$ cat src/rtl/fp_pkg.sv
// Shared definitions for the floating-point result path.
// Holds the mode/op encodings, the IEEE-754 class encoding, the field widths
// for single and double precision, the buffered-entry layout and a helper
// that turns exponent/fraction flags into a class.
package fp_pkg;

  localparam logic SINGLE = 1'b0;
  localparam logic DOUBLE = 1'b1;

  localparam logic [1:0] IDLE = 2'd0;
  localparam logic [1:0] ADD  = 2'd1;
  localparam logic [1:0] MUL  = 2'd2;

  typedef enum logic [2:0] {
    CLS_ZERO    = 3'd0,
    CLS_SUBNORM = 3'd1,
    CLS_NORMAL  = 3'd2,
    CLS_INF     = 3'd3,
    CLS_QNAN    = 3'd4,
    CLS_SNAN    = 3'd5
  } fp_class_e;

  localparam int SP_EXP_W  = 8;
  localparam int SP_FRAC_W = 23;
  localparam int DP_EXP_W  = 11;
  localparam int DP_FRAC_W = 52;

  // One buffered result: payload plus everything the consumer sees with it.
  typedef struct packed {
    logic [63:0] data;
    logic        mode;
    logic [1:0]  op;
    fp_class_e   cls;
    logic        sign;
    logic        ovf;
  } fp_entry_t;

  // Precision-independent classification from the exponent/fraction flags.
  function automatic fp_class_e classify_fields(input logic exp_zero,
                                                input logic exp_ones,
                                                input logic frac_zero,
                                                input logic frac_msb);
    fp_class_e c;
    c = CLS_NORMAL;
    if (exp_zero) begin
      c = frac_zero ? CLS_ZERO : CLS_SUBNORM;
    end else if (exp_ones) begin
      if (frac_zero)     c = CLS_INF;
      else if (frac_msb) c = CLS_QNAN;
      else               c = CLS_SNAN;
    end
    return c;
  endfunction

endpackage

$ cat src/rtl/fp_classify.sv
// Combinational IEEE-754 classifier.
// Ports:
//   mode  - 0: single, value[31:0] is the operand; 1: double, all 64 bits
//   value - operand bits (upper half ignored in single mode)
//   cls   - 0=zero 1=subnormal 2=normal 3=inf 4=qNaN 5=sNaN
//   sign  - sign bit of the selected precision
module fp_classify
  import fp_pkg::*;
(
  input  logic        mode,
  input  logic [63:0] value,
  output logic [2:0]  cls,
  output logic        sign
);

  logic [SP_EXP_W-1:0]  sp_exp;
  logic [SP_FRAC_W-1:0] sp_frac;
  logic [DP_EXP_W-1:0]  dp_exp;
  logic [DP_FRAC_W-1:0] dp_frac;
  logic                 exp_zero;
  logic                 exp_ones;
  logic                 frac_zero;
  logic                 frac_msb;

  assign sp_exp  = value[30:23];
  assign sp_frac = value[22:0];
  assign dp_exp  = value[62:52];
  assign dp_frac = value[51:0];

  always_comb begin
    if (mode == DOUBLE) begin
      exp_zero  = (dp_exp == '0);
      exp_ones  = (dp_exp == '1);
      frac_zero = (dp_frac == '0);
      frac_msb  = dp_frac[DP_FRAC_W-1];
      sign      = value[63];
    end else begin
      exp_zero  = (sp_exp == '0);
      exp_ones  = (sp_exp == '1);
      frac_zero = (sp_frac == '0);
      frac_msb  = sp_frac[SP_FRAC_W-1];
      sign      = value[31];
    end
    cls = classify_fields(exp_zero, exp_ones, frac_zero, frac_msb);
  end

endmodule

$ cat src/rtl/fp_result_collector.sv
// Collects results of the floating-point add/mul unit into a small FIFO.
// Every valid ADD/MUL result is classified at capture time and stored with
// its mode, op, sign and overflow flag. The producer can never be stalled:
// a result arriving at a full buffer (with no pop that cycle) is dropped and
// counted. The head entry is presented first-word-fall-through.
// Ports:
//   clk, rst              - clock, synchronous active-high reset
//   in_valid/in_mode/in_op, result32/result64/overflow - producer side
//   out_valid/out_ready   - consumer handshake
//   out_data/mode/op/class/sign/ovf - head entry, all zero while empty
//   level                 - occupancy
//   ovf_count/drop_count  - saturating event counters
module fp_result_collector
  import fp_pkg::*;
#(
  parameter int DEPTH = 4,
  parameter int CNT_W = 16
) (
  input  logic                     clk,
  input  logic                     rst,
  input  logic                     in_valid,
  input  logic                     in_mode,
  input  logic [1:0]               in_op,
  input  logic [31:0]              result32,
  input  logic [63:0]              result64,
  input  logic                     overflow,
  output logic                     out_valid,
  input  logic                     out_ready,
  output logic [63:0]              out_data,
  output logic                     out_mode,
  output logic [1:0]               out_op,
  output logic [2:0]               out_class,
  output logic                     out_sign,
  output logic                     out_ovf,
  output logic [$clog2(DEPTH):0]   level,
  output logic [CNT_W-1:0]         ovf_count,
  output logic [CNT_W-1:0]         drop_count
);

  localparam int AW = $clog2(DEPTH);
  localparam logic [AW:0]      FULL_LVL = DEPTH[AW:0];
  localparam logic [AW:0]      LVL_ONE  = {{AW{1'b0}}, 1'b1};
  localparam logic [AW-1:0]    PTR_ONE  = {{(AW-1){1'b0}}, 1'b1};
  localparam logic [CNT_W-1:0] CNT_ONE  = {{(CNT_W-1){1'b0}}, 1'b1};

  function automatic logic [CNT_W-1:0] sat_inc(input logic [CNT_W-1:0] c);
    return (&c) ? c : c + CNT_ONE;
  endfunction

  logic [AW-1:0]    wr_ptr_q, wr_ptr_d;
  logic [AW-1:0]    rd_ptr_q, rd_ptr_d;
  logic [AW:0]      level_q, level_d;
  logic [CNT_W-1:0] ovf_cnt_q, ovf_cnt_d;
  logic [CNT_W-1:0] drop_cnt_q, drop_cnt_d;

  // Storage carries data only; validity is defined by the pointers/level.
  fp_entry_t        mem_q [DEPTH];

  logic             push_req;
  logic             pop;
  logic             push_acc;
  logic             wr_en;
  logic [63:0]      cls_value;
  logic [2:0]       new_cls;
  logic             new_sign;
  fp_entry_t        new_entry;
  fp_entry_t        head;

  // Single results are zero-extended so the stored word is the same value
  // the classifier saw; the unused result bus is ignored entirely.
  assign cls_value = (in_mode == DOUBLE) ? result64 : {32'h0, result32};

  fp_classify u_classify (
    .mode  (in_mode),
    .value (cls_value),
    .cls   (new_cls),
    .sign  (new_sign)
  );

  always_comb begin
    new_entry      = '0;
    new_entry.data = cls_value;
    new_entry.mode = in_mode;
    new_entry.op   = in_op;
    new_entry.cls  = fp_class_e'(new_cls);
    new_entry.sign = new_sign;
    new_entry.ovf  = overflow;
  end

  always_comb begin
    out_valid = (level_q != '0);
    push_req  = in_valid && ((in_op == ADD) || (in_op == MUL));
    pop       = out_valid && out_ready;
    // A full buffer still accepts when the head leaves in the same cycle.
    push_acc  = push_req && ((level_q < FULL_LVL) || pop);
    wr_en     = push_acc && !rst;

    wr_ptr_d   = wr_ptr_q;
    rd_ptr_d   = rd_ptr_q;
    level_d    = level_q;
    ovf_cnt_d  = ovf_cnt_q;
    drop_cnt_d = drop_cnt_q;

    if (push_acc) begin
      wr_ptr_d = wr_ptr_q + PTR_ONE;
      if (overflow) ovf_cnt_d = sat_inc(ovf_cnt_q);
    end else if (push_req) begin
      drop_cnt_d = sat_inc(drop_cnt_q);
    end

    if (pop) rd_ptr_d = rd_ptr_q + PTR_ONE;

    case ({push_acc, pop})
      2'b10:   level_d = level_q + LVL_ONE;
      2'b01:   level_d = level_q - LVL_ONE;
      default: level_d = level_q;
    endcase
  end

  always_ff @(posedge clk) begin
    if (rst) begin
      wr_ptr_q   <= '0;
      rd_ptr_q   <= '0;
      level_q    <= '0;
      ovf_cnt_q  <= '0;
      drop_cnt_q <= '0;
    end else begin
      wr_ptr_q   <= wr_ptr_d;
      rd_ptr_q   <= rd_ptr_d;
      level_q    <= level_d;
      ovf_cnt_q  <= ovf_cnt_d;
      drop_cnt_q <= drop_cnt_d;
    end
  end

  always_ff @(posedge clk) begin
    if (wr_en) mem_q[wr_ptr_q] <= new_entry;
  end

  // Head fields are forced to zero while empty so stale storage never leaks.
  always_comb begin
    head       = out_valid ? mem_q[rd_ptr_q] : '0;
    out_data   = head.data;
    out_mode   = head.mode;
    out_op     = head.op;
    out_class  = head.cls;
    out_sign   = head.sign;
    out_ovf    = head.ovf;
  end

  assign level      = level_q;
  assign ovf_count  = ovf_cnt_q;
  assign drop_count = drop_cnt_q;

endmodule
$ cat config.mk
export PLATFORM = sky130hd
export DESIGN_NAME = fp_result_collector
export DESIGN_NICKNAME = d
export VERILOG_FILES = /design/src/rtl/fp_pkg.sv /design/src/rtl/fp_classify.sv /design/src/rtl/fp_result_collector.sv
export SDC_FILE = /design/constraint.sdc
export NUM_CORES = 1
export LEC_CHECK = 0
export BUFFER_PORTS_ARGS = -buffer_cell sky130_fd_sc_hd__clkbuf_2
export CAP_MARGIN = 20
export CORE_MARGIN = 1.5
export CORE_UTILIZATION = 40
export CTS_CLUSTER_DIAMETER = 200
export DETAILED_ROUTE_END_ITERATION = 8
export GPL_TIMING_DRIVEN = 0
export RECOVER_POWER = 50
export REMOVE_ABC_BUFFERS = 1
export SYNTH_ARGS = -nofsm -noshare
export SYNTH_HDL_FRONTEND = slang
export SYNTH_SLANG_ARGS = --single-unit
$ cat constraint.sdc
create_clock -name clk -period 3.3 [get_ports clk]
set_input_delay 0.495 -clock clk [delete_from_list [all_inputs] [get_ports clk]]
set_output_delay 0.495 -clock clk [all_outputs]
set_load 0.02 [all_outputs]
# == Word level (Yosys, flattened, before mapping) ==
# Memories as Yosys holds them, arrays and structs flattened. A register that Yosys moved wholly into a read port is not among the register bits.
# Cells that the tools add are included.
# word_totals
register_bits,39
ramBits,288
input_bits,104
memories,1
# mem_list
memory,depth,word_bits,read_ports,rd_ports_with_merged_regs,write_ports,line_no,source
mem_q,4,72,1,1,1,fp_result_collector.sv:57,fp_entry_t mem_q [DEPTH];
# classes
add_sub_neg,6
order_cmp,1
n_eq_ne,6
n_mux,17
bitwise,3
reduce_logical,17
# ops
op,n
72-bit two-way mux,1
64-bit two-way mux,1
52-bit zero test,1
"16-bit by 1-bit adder with 16-bit output, second input constant",2
16-bit AND reduction,2
23-bit zero test,1
"11-bit == test, second input constant",1
11-bit zero test,1
1-bit two-way mux,9
3-bit two-way mux,3
"8-bit == test, second input constant",1
8-bit zero test,1
3-bit one-hot mux with 2 select lines,1
3-bit AND reduction,2
"2-bit by 1-bit adder with 2-bit output, second input constant",2
"2-bit by 1-bit == test with 1-bit output, second input constant",2
"2-bit == test, second input constant",2
1-bit logical AND,4
2-bit two-way mux,2
"3-bit by 1-bit adder with 3-bit output, second input constant",1
"3-bit < comparator, second input constant",1
1-bit NOT,3
3-bit nonzero test,1
"3-bit by 1-bit subtractor with 3-bit output, second input constant",1
3 further kinds,4

# == Logic depth before layout (Yosys ltp) ==
# Gate-level depths: netlist of the first run.
# logic_depth
ltp_word,7
ltp_mapped,9
depth_no_buf,8

# == By module ==
# From an unflattened synthesis of the first run, not the netlist that was laid out.
# unflattened
hier_cells,818
area_unflattened_um2,13884.6
# by_module_without_submodules
mod,instances,cells_per_inst,area_each_um2
fp_result_collector,1,767,13523.0
fp_classify,1,51,361.6

# == Worst setup path after synthesis of the first run ==
# Ideal clock, no wire load.
# synth_path
kind,input to register
start,in in_op[1]
end,mem mem_q[0][0] in the netlist's numbering (enable)
setup_ps,438
arrival_ps,2849
required_ps,2862
slack_ps,13
stages,4
n_path_buf,0
cell_sequence,xor2_1 nand3_1 nor2_1 and2_1
# synth_via
elab_chain_cells,7
word_cells_on_any_way,8
classes_between,2 x eq/ne; 2 x mux; 4 x reduce/logical
# synth_rtl
item,line_no,source
"start, declared",fp_result_collector.sv:23,"input logic [1:0] in_op,"
2-bit by 1-bit == test with 1-bit output / 2-bit == test (equally long branches),fp_result_collector.sv:92,push_req = in_valid && ((in_op == ADD) || (in_op == MUL));
1-bit logical OR *,fp_result_collector.sv:92,
1-bit logical AND *,fp_result_collector.sv:92,
1-bit logical AND *,fp_result_collector.sv:95,push_acc = push_req && ((level_q < FULL_LVL) || pop);
1-bit logical AND *,fp_result_collector.sv:96,wr_en = push_acc && !rst;
1-bit two-way mux *,fp_result_collector.sv:137,if (wr_en) mem_q[wr_ptr_q] <= new_entry;
1-bit two-way mux (not written as such) *,fp_result_collector.sv:137,
"end, declared",fp_result_collector.sv:57,
# Every way passes the cells marked *; elsewhere a longest branch is shown, timed or not.

==> summary.md, run 1 <==
| Metric | Value |
|---|---|
| Switch Pwr | ~3500 µW |
| Fmax | about 0.34 GHz |
| Final Hold Fails | 0 |
| Clock Skew | 0.01688 ns |
| Pre-Repair DR Iteration Count | 5 |
| Num CTS Buffers | 37 |
| Pwr Density | approximately 720 nW/µm² |
| Pin count of the biggest net entering global routing | 75 |
| Mean Syn Cell Area | around 17 µm² |
| Final WL | around 30 mm |
| CP required | 2.80 ns |
| Slew HR | a little over a third |
| WL/cell | 19.58 µm |
| Iter 0 DRT Violations | just under 400 |
| P_int | 8411 µW |
| Cts repair resizes | 0 |
| Final slew viol count | 0 |
| Post-Synthesis Cells | approximately 830 |
| H-tree depth | 2 |
| Reg-to-reg slack, setup | roughly 0.53 ns |
| Seq pwr share | 40.2% |
| Area contributors post-synth | edfxtp_1, mux4_2, dfxtp_1 |
| Area taken by multi-input logic gates | about 4100 µm² |
| Commonest non-fill, non-tap cells in the layout | edfxtp_1, clkbuf_2, and2_1 |
| WP depth | 4 |
| Hold Crit Start | in_op[1] |
| FF/Latch Area | 9477 µm² |
| Shortest period the worst path allows | ~3 ns |
| Post-synth top area share | between 60% and 70% |
| Fin Hold WS | 0.3020 ns |
| R2R cell count | 8 |
| RSZ-0062 raised after global routing | false |
| Synth unique cells | 56 |
| Post-DR vias/cell | roughly 5.2 |
| CTS clk-pin slew, worst paths | 0.06 ns |
| Ys flop type | edfxtp_1 |
| Critical Path End Type | output port |
| Initial antenna violation count | 0 |
| Maximum vdd drop | between 500 and 600 µV |
| Vias in the first global route | around 8000 |
| CP Buf/Inv Count | 2 |
| Detail Route Antenna Nets | 0 |
| Final setup viols | 0 |
| Startpoint Class | flip-flop |
| Remaining DRCs | 0 |
| Fraction of registers with async set/reset | 0% |
| Hold Crit Class | in -> reg |
| CP cell instances | buf_16 -> mux4_2 -> and2_1 -> clkbuf_2 |
| DP HPWL | 18.37 mm |
| Fill count | approximately 2900 |
| RR Endpoint | level[2] |
| Vias | between 7000 and 8000 |
| Critical Path Sink | out_data[25] |
| Die span in y | 189.1 µm |
| RD Place Congestion | approximately 0.74 |
| Synth Warn # | 0 |
| First-pass GRT wire length | 46.07 mm |
| Post-synth EDFFs | between 200 and 300 |
| IO Count | about 210 |
| Initial Utilization | between 40% and 50% |
| Hold Buf Count CTS | 0 |
| Slowest stage cell, crit path | dfxtp_4 |
| CP max FO | 35 |
| Post-route setup TNS | 0 ns |
| Comb pwr share | between 20% and 30% |
| Die area | about 36000 µm² |
| Crit path max-delay family | flip-flops |
| Root buffer cell | clkbuf_16 |
| CTS sink cnt | around 330 |
| Worst skew pair latency | slightly above 0.5 ns |
| Worst Tran Pin Value | 0.9778 ns |
| P&R area growth vs syn | 20.34% |
| Max-cap violations | 0 |
| Die X | roughly 190 µm |
| Leak | between 0.005 and 0.006 µW |
| Synthesized area | around 14000 µm² |
| CP max stage delay | around 0.69 ns |
| Cell Rows | 67 |
| Outcome | finished clean |
| CTS tree | done |
| Switching part of the total power | 29.53% |
| Period utilisation layout | approximately nine tenths |
| Clk pwr share | between 30% and 40% |
| Commonest non-fill, non-tap cell in the layout | edfxtp_1 |
| Antenna cell count | 0 |
| Total GRT Usage | between 15 and 20% |
| Port buffer count | approximately 210 |
| Kind of critical path | reg -> out |
| Yosys reg bits | 329 |
| Top cell type by total area after synthesis | edfxtp_1 |
| Core box area | about 34000 µm² |
| Layout cell share with drive strength beyond 1 | 29.66% |
| Worst EP arrival | roughly 2.5 ns |
| Nets | about 1200 |
| GRT overflow | 0 |
| Reg-to-reg startpoint | level[2] |
| Post-synthesis sequential area ratio | roughly two thirds |
| CTS max path bufs | 3 |
==> registers in the layout, indices dropped and copies added (netlist names), named ones only <==
signal,flops
drop_count,16
ovf_count,16
mem_q,288
rd_ptr_q,2
level,3
wr_ptr_q,2
==> repair_timing <==
action,CTS,global route
setup endpoints to repair,17,0
hold endpoints to repair,0,0
setup buffers,1,0
==> power groups by stage <==
stage               registers (µW)  logic (µW)  clock network (µW)
detailed placement            4950        3100                   0
CTS                           4800        3210                4150
finish                        4790        3110                4030
global route                  4820        3370                4320
global placement              5060        2690                   0
floorplan                     5000        1940                   0
==> cells in the mapped netlist, types with 3 or more instances <==
cell and instances:
edfxtp_1 288, and2_1 108, mux4_2 72, dfxtp_1 41, nor2_1 41, mux2_2 25, clkbuf_1 23, nand2_1 21
xnor2_1 20, nor4_1 19, nand3_1 16, a21oi_1 12, inv_1 12, buf_2 11, nor3_1 10, nand4_1 8
ha_1 7, and3_1 6, mux2_1 6, o31ai_1 6, or4_1 6, a211oi_1 5, or3_1 5, xor2_1 5
buf_1 4, mux2i_1 4, a22oi_1 3, a31oi_1 3, nand2b_1 3, nor2b_1 3, nor4b_1 3, o21ai_0 3
==> cell families after synthesis <==
kind of cell | count (synthesis) | synth area share (%)
fa+ha+maj | 8 | 0.7769
compound gates | 44 | 2.195
simple gates | 261 | 10.86
xor+xnor | 25 | 1.581
flops | 329 | 68.37
buf+inv | 54 | 1.698
mux | 107 | 14.52
==> worst min path at each step <==
stage               endpoint  slack, ns  depth (start not counted)
2_1_floorplan      flip-flop       0.48                          2
3_3_place_gp   ovf_count[14]       0.49                          1
3_5_place_dp   ovf_count[14]       0.49                          1
4_1_cts          mem_q[3][6]       0.21                          1
5_1_grt          mem_q[1][6]       0.29                          1
6_report         mem_q[3][6]       0.30                          1
==> cell type report <==
type	instances	area share [%]
clock buffers	48	6.059
well taps	448	3.363
multi-input cells	445	24.89
flip-flops and latches	329	56.86
repair buffers	219	7.320
inverters	13	0.2928
clock inverters	18	1.209
==> metal layers <==
| layer | wire [µm] | vias up | GRT usage (%) |
|---|---|---|---|
| met5 | 0 | - | 0 |
| met4 | 340 | 0 | 3.419 |
| met3 | 1776 | 24 | 3.151 |
| met2 | 14310 | 225 | 27.56 |
| met1 | 13340 | 4043 | 23.70 |
| li1 | - | 3682 | - |
==> per-stage QoR <==
step           instances  setup slack [ns]  power (µW)  util (%)  area [µm²]
5_1_grt             1520            0.1405       12510     49.33       16670
3_5_place_dp        1453            0.3269        8050     45.87       15500
6_report            1520            0.3245       11940     49.33       16670
3_3_place_gp        1446            -2.858        7751     45.23       15280
2_1_floorplan        787            -1.119        6935         -       13660
4_1_cts             1520            0.2394       12160     49.52       16730
No activity file was read; power rests on OpenSTA's default activity.
==> inputs of run 2 (changes only) <==
--- a/config.mk
+++ b/config.mk
@@ -7,13 +7,13 @@
 export LEC_CHECK = 0
 export BUFFER_PORTS_ARGS = -buffer_cell sky130_fd_sc_hd__clkbuf_2
 export CAP_MARGIN = 20
-export CORE_MARGIN = 1.5
 export CORE_UTILIZATION = 40
 export CTS_CLUSTER_DIAMETER = 200
 export DETAILED_ROUTE_END_ITERATION = 8
 export GPL_TIMING_DRIVEN = 0
-export RECOVER_POWER = 50
+export RECOVER_POWER = 100
 export REMOVE_ABC_BUFFERS = 1
+export SKIP_LAST_GASP = 1
 export SYNTH_ARGS = -nofsm -noshare
 export SYNTH_HDL_FRONTEND = slang
 export SYNTH_SLANG_ARGS = --single-unit
==> run 2 against run 1 <==
Against the previous run:
- final cell count rose by 0.13%
- first-iteration DRC count rose by 38%
- sequential power is 0.8% lower
- total power shrank 0.77%
- register-to-register slack about the same
- critical path depth unchanged
- die area fell by 1.1%
- clock skew increased by 0.0029 ns
- routed wire length is 2.0% higher
- count of clock-buffer cells in the layout is 1 lower
- sequential share of layout area rose by 0.37 points
- flip-flop and latch count stayed put
- critical endpoint is now out_class[1]
- largest power group unchanged
- highest routed layer is now met5
==> summary.md, run 2 (synthesis gave the netlist of run 1 again) <==
| Metric | Value |
|---|---|
| Outcome | finished clean |
| Hold Path Cell Cnt | 1 |
| Placed insts | 1454 |
| DP HPWL | approximately 19 mm |
| Root buffer cell | clkbuf_16 |
| GRT overflow | 0 |
| CP cell instances | buf_16 -> mux4_2 -> and2_1 -> clkbuf_1 |
| Port buffer count | 211 |
| Cts repair resizes | 0 |
| Final slew viol count | 0 |
| Largest Register | mem_q |
| Clock Skew | just under 0.02 ns |
| CP max stage delay | around 0.64 ns |
| CTS clk-pin slew, worst paths | about 0.060 ns |
| Largest register FFs | ~290 |
| Pre-Repair DR Iteration Count | 6 |
| R2R cell count | 8 |
| CP max FO | 34 |
| Placed cell area | ~16000 µm² |
| Slew HR | roughly a tenth |
| Remaining DRCs | 0 |
| Slowest stage cell, crit path | dfxtp_2 |
| Vias in the first global route | 8022 |
| RD Place Congestion | ~0.76 |
| Fmax | ~0.34 GHz |
| Post-CTS Setup Inserts | 0 |
| CTS tree | done |
| Commonest non-fill, non-tap cells in the layout | edfxtp_1, clkbuf_1, clkbuf_2 |
| CP required | between 2 and 3 ns |
| Initial Utilization | just over 40% |
| Num CTS Buffers | 37 |
| Worst EP arrival | ~2.4 ns |
| Core box area | between 30000 and 40000 µm² |
| Initial antenna violation count | 1 |
| Final WS setup | roughly 0.38 ns |
| Iter 0 DRT Violations | ~540 |
| Final Non-Filler Cells | between 1500 and 2000 |
| Reg-to-reg slack, setup | about 0.54 ns |
| Final WL | 30.35 mm |
| Max-cap violations | 0 |
| Startpoint Class | flip-flop |
| CTS max path bufs | 3 |
| Layout cell share with drive strength beyond 1 | a little under a quarter |
| Leak | around 0.0054 µW |
| Reg-to-reg startpoint | level[2] |
| Critical Path Sink | out_class[1] |
| Detail Route Antenna Nets | 0 |
| Die area | approximately 35000 µm² |
| Vias | 7959 |
| Nets | roughly 1200 |
| Worst Tran Pin Value | ~1.3 ns |
| Worst skew pair latency | a little over 0.5 ns |
| Crit path max-delay family | flip-flops |
| RR Endpoint | level[2] |
| H-tree depth | 2 |
| Pwr Density | approximately 720 nW/µm² |
| Hold Buf Count CTS | 0 |
| Finished Cell Area | 16550 µm² |
| WP depth | 4 |
| First-pass GRT wire length | 46.73 mm |
| Shortest period the worst path allows | roughly 3 ns |
| Pin count of the biggest net entering global routing | 75 |
| Critical Path End Type | output port |
| Final setup viols | 0 |
| IO Count | around 210 |
| CTS sink cnt | about 330 |
| WL/cell | about 20 µm |
| Fill count | between 2000 and 3000 |
| Period utilisation layout | approximately 90% |
| Hold Crit Class | in -> reg |
| Final Hold Fails | 0 |
| CP Buf/Inv Count | 2 |
| Cell Rows | 67 |
| RSZ-0062 raised after global routing | false |
| Die span in y | 188.1 µm |
| Die X | between 150 and 200 µm |
| Kind of critical path | reg -> out |
| Post-DR vias/cell | approximately 5.2 |
| Dpl ws | -0.0005209 ns |
| Commonest non-fill, non-tap cell in the layout | edfxtp_1 |
| Total GRT Usage | ~17% |
| Maximum vdd drop | roughly 560 µV |
| Fin Hold WS | between 0.3 and 0.4 ns |
| Antenna cell count | 0 |
| P&R area growth vs syn | 19.53% |
## run 2: cell types whose count changed in the layout (fill, tap and decap cells not counted), moves of 2 or more
cell / change
clkinv_1: +5
clkinv_2: -3
clkbuf_2: -68
and2_4: -3
buf_16: -2
clkbuf_8: +2
and2_2: +3
clkbuf_4: +2
clkbuf_1: +64
## run 2: worst min-delay path by stage
stage,end,from,slack [ns]
2_1_floorplan,flip-flop,rd_ptr_q[1],0.48
3_3_place_gp,ovf_count[14],ovf_count[14],0.48
3_5_place_dp,ovf_count[14],ovf_count[14],0.50
4_1_cts,mem_q[1][6],in_op[1],0.21
5_1_grt,mem_q[2][6],in_op[1],0.31
6_report,mem_q[3][6],in_op[1],0.31
## run 2: per-layer routing
metal	up-vias	track usage, %	wire [µm]
met2	231	27.53	14250
met4	2	3.971	550
li1	3686	-	-
met3	51	3.687	1789
met1	3989	24.18	13740
met5	-	0	13
## run 2: through the flow
step | setup TNS (ns) | utilization (%) | total power [µW]
finish | 0 | 49.00 | 11840
global route | 0 | 49.00 | 12370
CTS | 0 | 49.51 | 12180
detailed placement | -0.001946 | 45.91 | 8105
global placement | -760.81 | 45.23 | 7734
floorplan | -80.56 | - | 6935
## run 2: report_power, final
part | switching (µW) | leakage (µW) | internal, µW
clock network | 1590 | 0.000597 | 2450
logic | 1880 | 0.00184 | 1170
registers | 103 | 0.00295 | 4650
## run 2: worst register-to-register path, stage by stage, from the launching register on
cell	delay, ns
dfxtp_1	0.39
or3_4	0.73
and2_0	0.31
ha_1	0.21
inv_1	0.06
fa_1	0.38
xor2_1	0.16
or3_1	0.30
a21oi_1	0.13
## run 2: area by class of cell
type | count | area (µm²) | area share (%)
Clock buffer | 47 | 1026 | 6.198
Clock inverter | 21 | 190.2 | 1.149
Inverter | 13 | 48.80 | 0.2948
Multi-Input combinational cell | 445 | 4144 | 25.03
Sequential cell | 329 | 9474 | 57.23
Tap cell | 448 | 560.5 | 3.386
Timing Repair Buffer | 219 | 1111 | 6.712
==> inputs of run 3 (changes only) <==
--- a/config.mk
+++ b/config.mk
@@ -7,10 +7,11 @@
 export LEC_CHECK = 0
 export BUFFER_PORTS_ARGS = -buffer_cell sky130_fd_sc_hd__clkbuf_2
 export CAP_MARGIN = 20
-export CORE_UTILIZATION = 40
+export CORE_UTILIZATION = 60
 export CTS_CLUSTER_DIAMETER = 200
 export DETAILED_ROUTE_END_ITERATION = 8
 export GPL_TIMING_DRIVEN = 0
+export PLACE_DENSITY = 0.84
 export RECOVER_POWER = 100
 export REMOVE_ABC_BUFFERS = 1
 export SKIP_LAST_GASP = 1
==> constraint.sdc (replaced) <==
create_clock -name clk -period 3.4 [get_ports clk]
set_input_delay 0.51 -clock clk [delete_from_list [all_inputs] [get_ports clk]]
set_output_delay 0.51 -clock clk [all_outputs]
set_load 0.02 [all_outputs]
==> run 3 against run 2 <==
Against the previous run:
- final cell count is 11% lower
- combinational power is 5% lower
- via count is 2.1% higher
- critical path depth stayed put
- first-iteration DRC count is 2.4% higher
- critical endpoint is now out_data[60]
- largest cell class unchanged
- highest routed layer is now met4
==> summary.md, run 3 (synthesis gave the netlist of run 1 again) <==
| Metric | Value |
|---|---|
| Switch Pwr | 3251 µW |
| First-pass GRT wire length | between 40 and 50 mm |
| CP cell instances | or3_1 -> buf_12 -> and2_1 -> clkbuf_1 |
| Initial antenna violation count | 0 |
| CP max stage delay | 0.84 ns |
| Worst setup path startpoint | level[2] |
| CTS tree | done |
| Post-DR vias/cell | 6.033 |
| RSZ-0062 raised after global routing | false |
| Port buffer count | around 210 |
| Max-cap violations | 0 |
| Antenna cell count | 0 |
| Cell Rows | 55 |
| Leak | ~0.0053 µW |
| Reg-to-reg startpoint | level[2] |
| Power, Total | 10820 µW |
| Hold Buf Count CTS | 0 |
| WL/cell | 20.81 µm |
| RD Place Congestion | 0.7803 |
| Final WL | roughly 28 mm |
| Seq pwr share | 43.0% |
| Critical Path End Type | output port |
| P&R area growth vs syn | 16.20% |
| Commonest non-fill, non-tap cells in the layout | edfxtp_1, clkbuf_2, clkbuf_1 |
| Post-route setup TNS | 0 ns |
| Switching part of the total power | 30.05% |
| Nets | around 1200 |
| Iter 0 DRT Violations | 551 |
| Largest Register | mem_q |
| IO Count | about 210 |
| Clock Skew | between 0.009 and 0.01 ns |
| Final setup viols | 0 |
| P_int | around 7600 µW |
| CTS sink cnt | between 300 and 400 |
| Final slew viol count | 0 |
| Initial Utilization | just over 60% |
| CP max FO | 44 |
| Pre-Repair DR Iteration Count | 7 |
| Vias | 8126 |
| Worst Tran Pin Value | around 1.3 ns |
| Detail Route Antenna Nets | 0 |
| Core box area | between 20000 and 25000 µm² |
| Die span in y | between 150 and 200 µm |
| Commonest non-fill, non-tap cell in the layout | edfxtp_1 |
| GRT overflow | 0 |
| Layout cell share with drive strength beyond 1 | roughly 23% |
| CP required | roughly 2.9 ns |
| Worst skew pair latency | 0.54 ns |
| Startpoint Class | flip-flop |
| Largest register FFs | between 200 and 300 |
| Num CTS Buffers | 31 |
| Pwr Density | 672.4 nW/µm² |
| Hold Crit Class | in -> reg |
| Final Hold Fails | 0 |
| Comb pwr share | ~27% |
| Slew HR | between 10 and 15% |
| Outcome | finished clean |
| Cts repair resizes | 0 |
| Shortest period the worst path allows | approximately 3 ns |
| Period utilisation layout | between 90% and 100% |
| Hold Crit Start | overflow |
| Clk pwr share | just over 30% |
| Die area | 23690 µm² |
| CTS max path bufs | 3 |
| Slowest stage cell, crit path | or3_1 |
| Die X | between 150 and 200 µm |
| DP HPWL | around 18 mm |
| Vias in the first global route | just over 8000 |
| Kind of critical path | reg -> out |
| Maximum vdd drop | between 400 and 500 µV |
| CTS clk-pin slew, worst paths | around 0.060 ns |
| Post-CTS Setup Inserts | 0 |
| Remaining DRCs | 0 |
| Worst EP arrival | between 2 and 3 ns |
| Pin count of the biggest net entering global routing | a little over 80 |
| H-tree depth | 1 |
| Fmax | around 0.33 GHz |
| Total GRT Usage | between 20% and 30% |
| Root buffer cell | clkbuf_16 |
==> run 3: cell types whose count changed in the layout (fill, tap and decap cells not counted), moves of 2 or more <==
| cell | delta |
|---|---|
| clkinv_4 | -2 |
| and2_1 | -7 |
| clkbuf_8 | +2 |
| clkbuf_1 | -9 |
| and2_2 | -2 |
| and2_0 | +9 |
| clkbuf_16 | -8 |
| inv_6 | -2 |
| clkbuf_2 | +12 |
==> run 3: path summary, 6_finish.rpt <==
kind / cells past startpoint / end / slack [ns]
worst max-delay path: 4 / out_data[60] / 0.33
worst min-delay path: 1 / mem_q[3][0] / 0.29
worst max register to register: 8 / level[2] / 0.49
worst min register to register: 2 / drop_count[11] / 0.51
==> run 3: through the flow <==
stage / hold slack (ns) / cells / util (%) / worst slack (ns) / instance area, µm²
5_1_grt: 0.2761 / 1347 / 71.08 / 0.1582 / 16090
2_1_floorplan: 0.4847 / 787 / - / -1.034 / 13660
3_3_place_gp: 0.4896 / 1283 / 66.59 / -2.462 / 15080
6_report: 0.2850 / 1347 / 71.08 / 0.3268 / 16090
3_5_place_dp: 0.5046 / 1291 / 67.55 / 0.2206 / 15290
4_1_cts: 0.1952 / 1347 / 71.83 / 0.3947 / 16260
==> run 3: layer usage <==
metal / track usage (%) / vias up / routed length [µm] / part of all wire (%)
li1: - / 3663 / - / -
met1: 33.78 / 4089 / 11520 / 41
met2: 40.91 / 341 / 13970 / 50
met3: 3.551 / 33 / 2178 / 7.8
met4: 5.095 / 0 / 363 / 1.3
met5: 0 / - / 0 / 0
==> run 3: power by group through the flow <==
stage | clock network [µW] | registers [µW] | logic (µW)
after global routing | 3480 | 4670 | 3110
after global placement | 0 | 4920 | 2810
after detailed placement | 0 | 4750 | 3040
final | 3280 | 4650 | 2900
after CTS | 3320 | 4660 | 3060
after floorplan | 0 | 4850 | 1880
==> run 3: cell type report <==
class,instances,area [µm²]
Sequential cell,329,9477
Fill cell,1501,6548
Multi-Input combinational cell,445,4136
Timing Repair Buffer,219,1107
Clock buffer,44,864.6
Tap cell,285,356.6
Clock inverter,12,102.6
Inverter,13,48.80
==> run 3: worst max-delay path, delay by kind of cell (launching register included) <==
kind,cells,cell delay (ns)
flops,1,0.39
buf+inv,2,0.57
simple gates,2,1.03
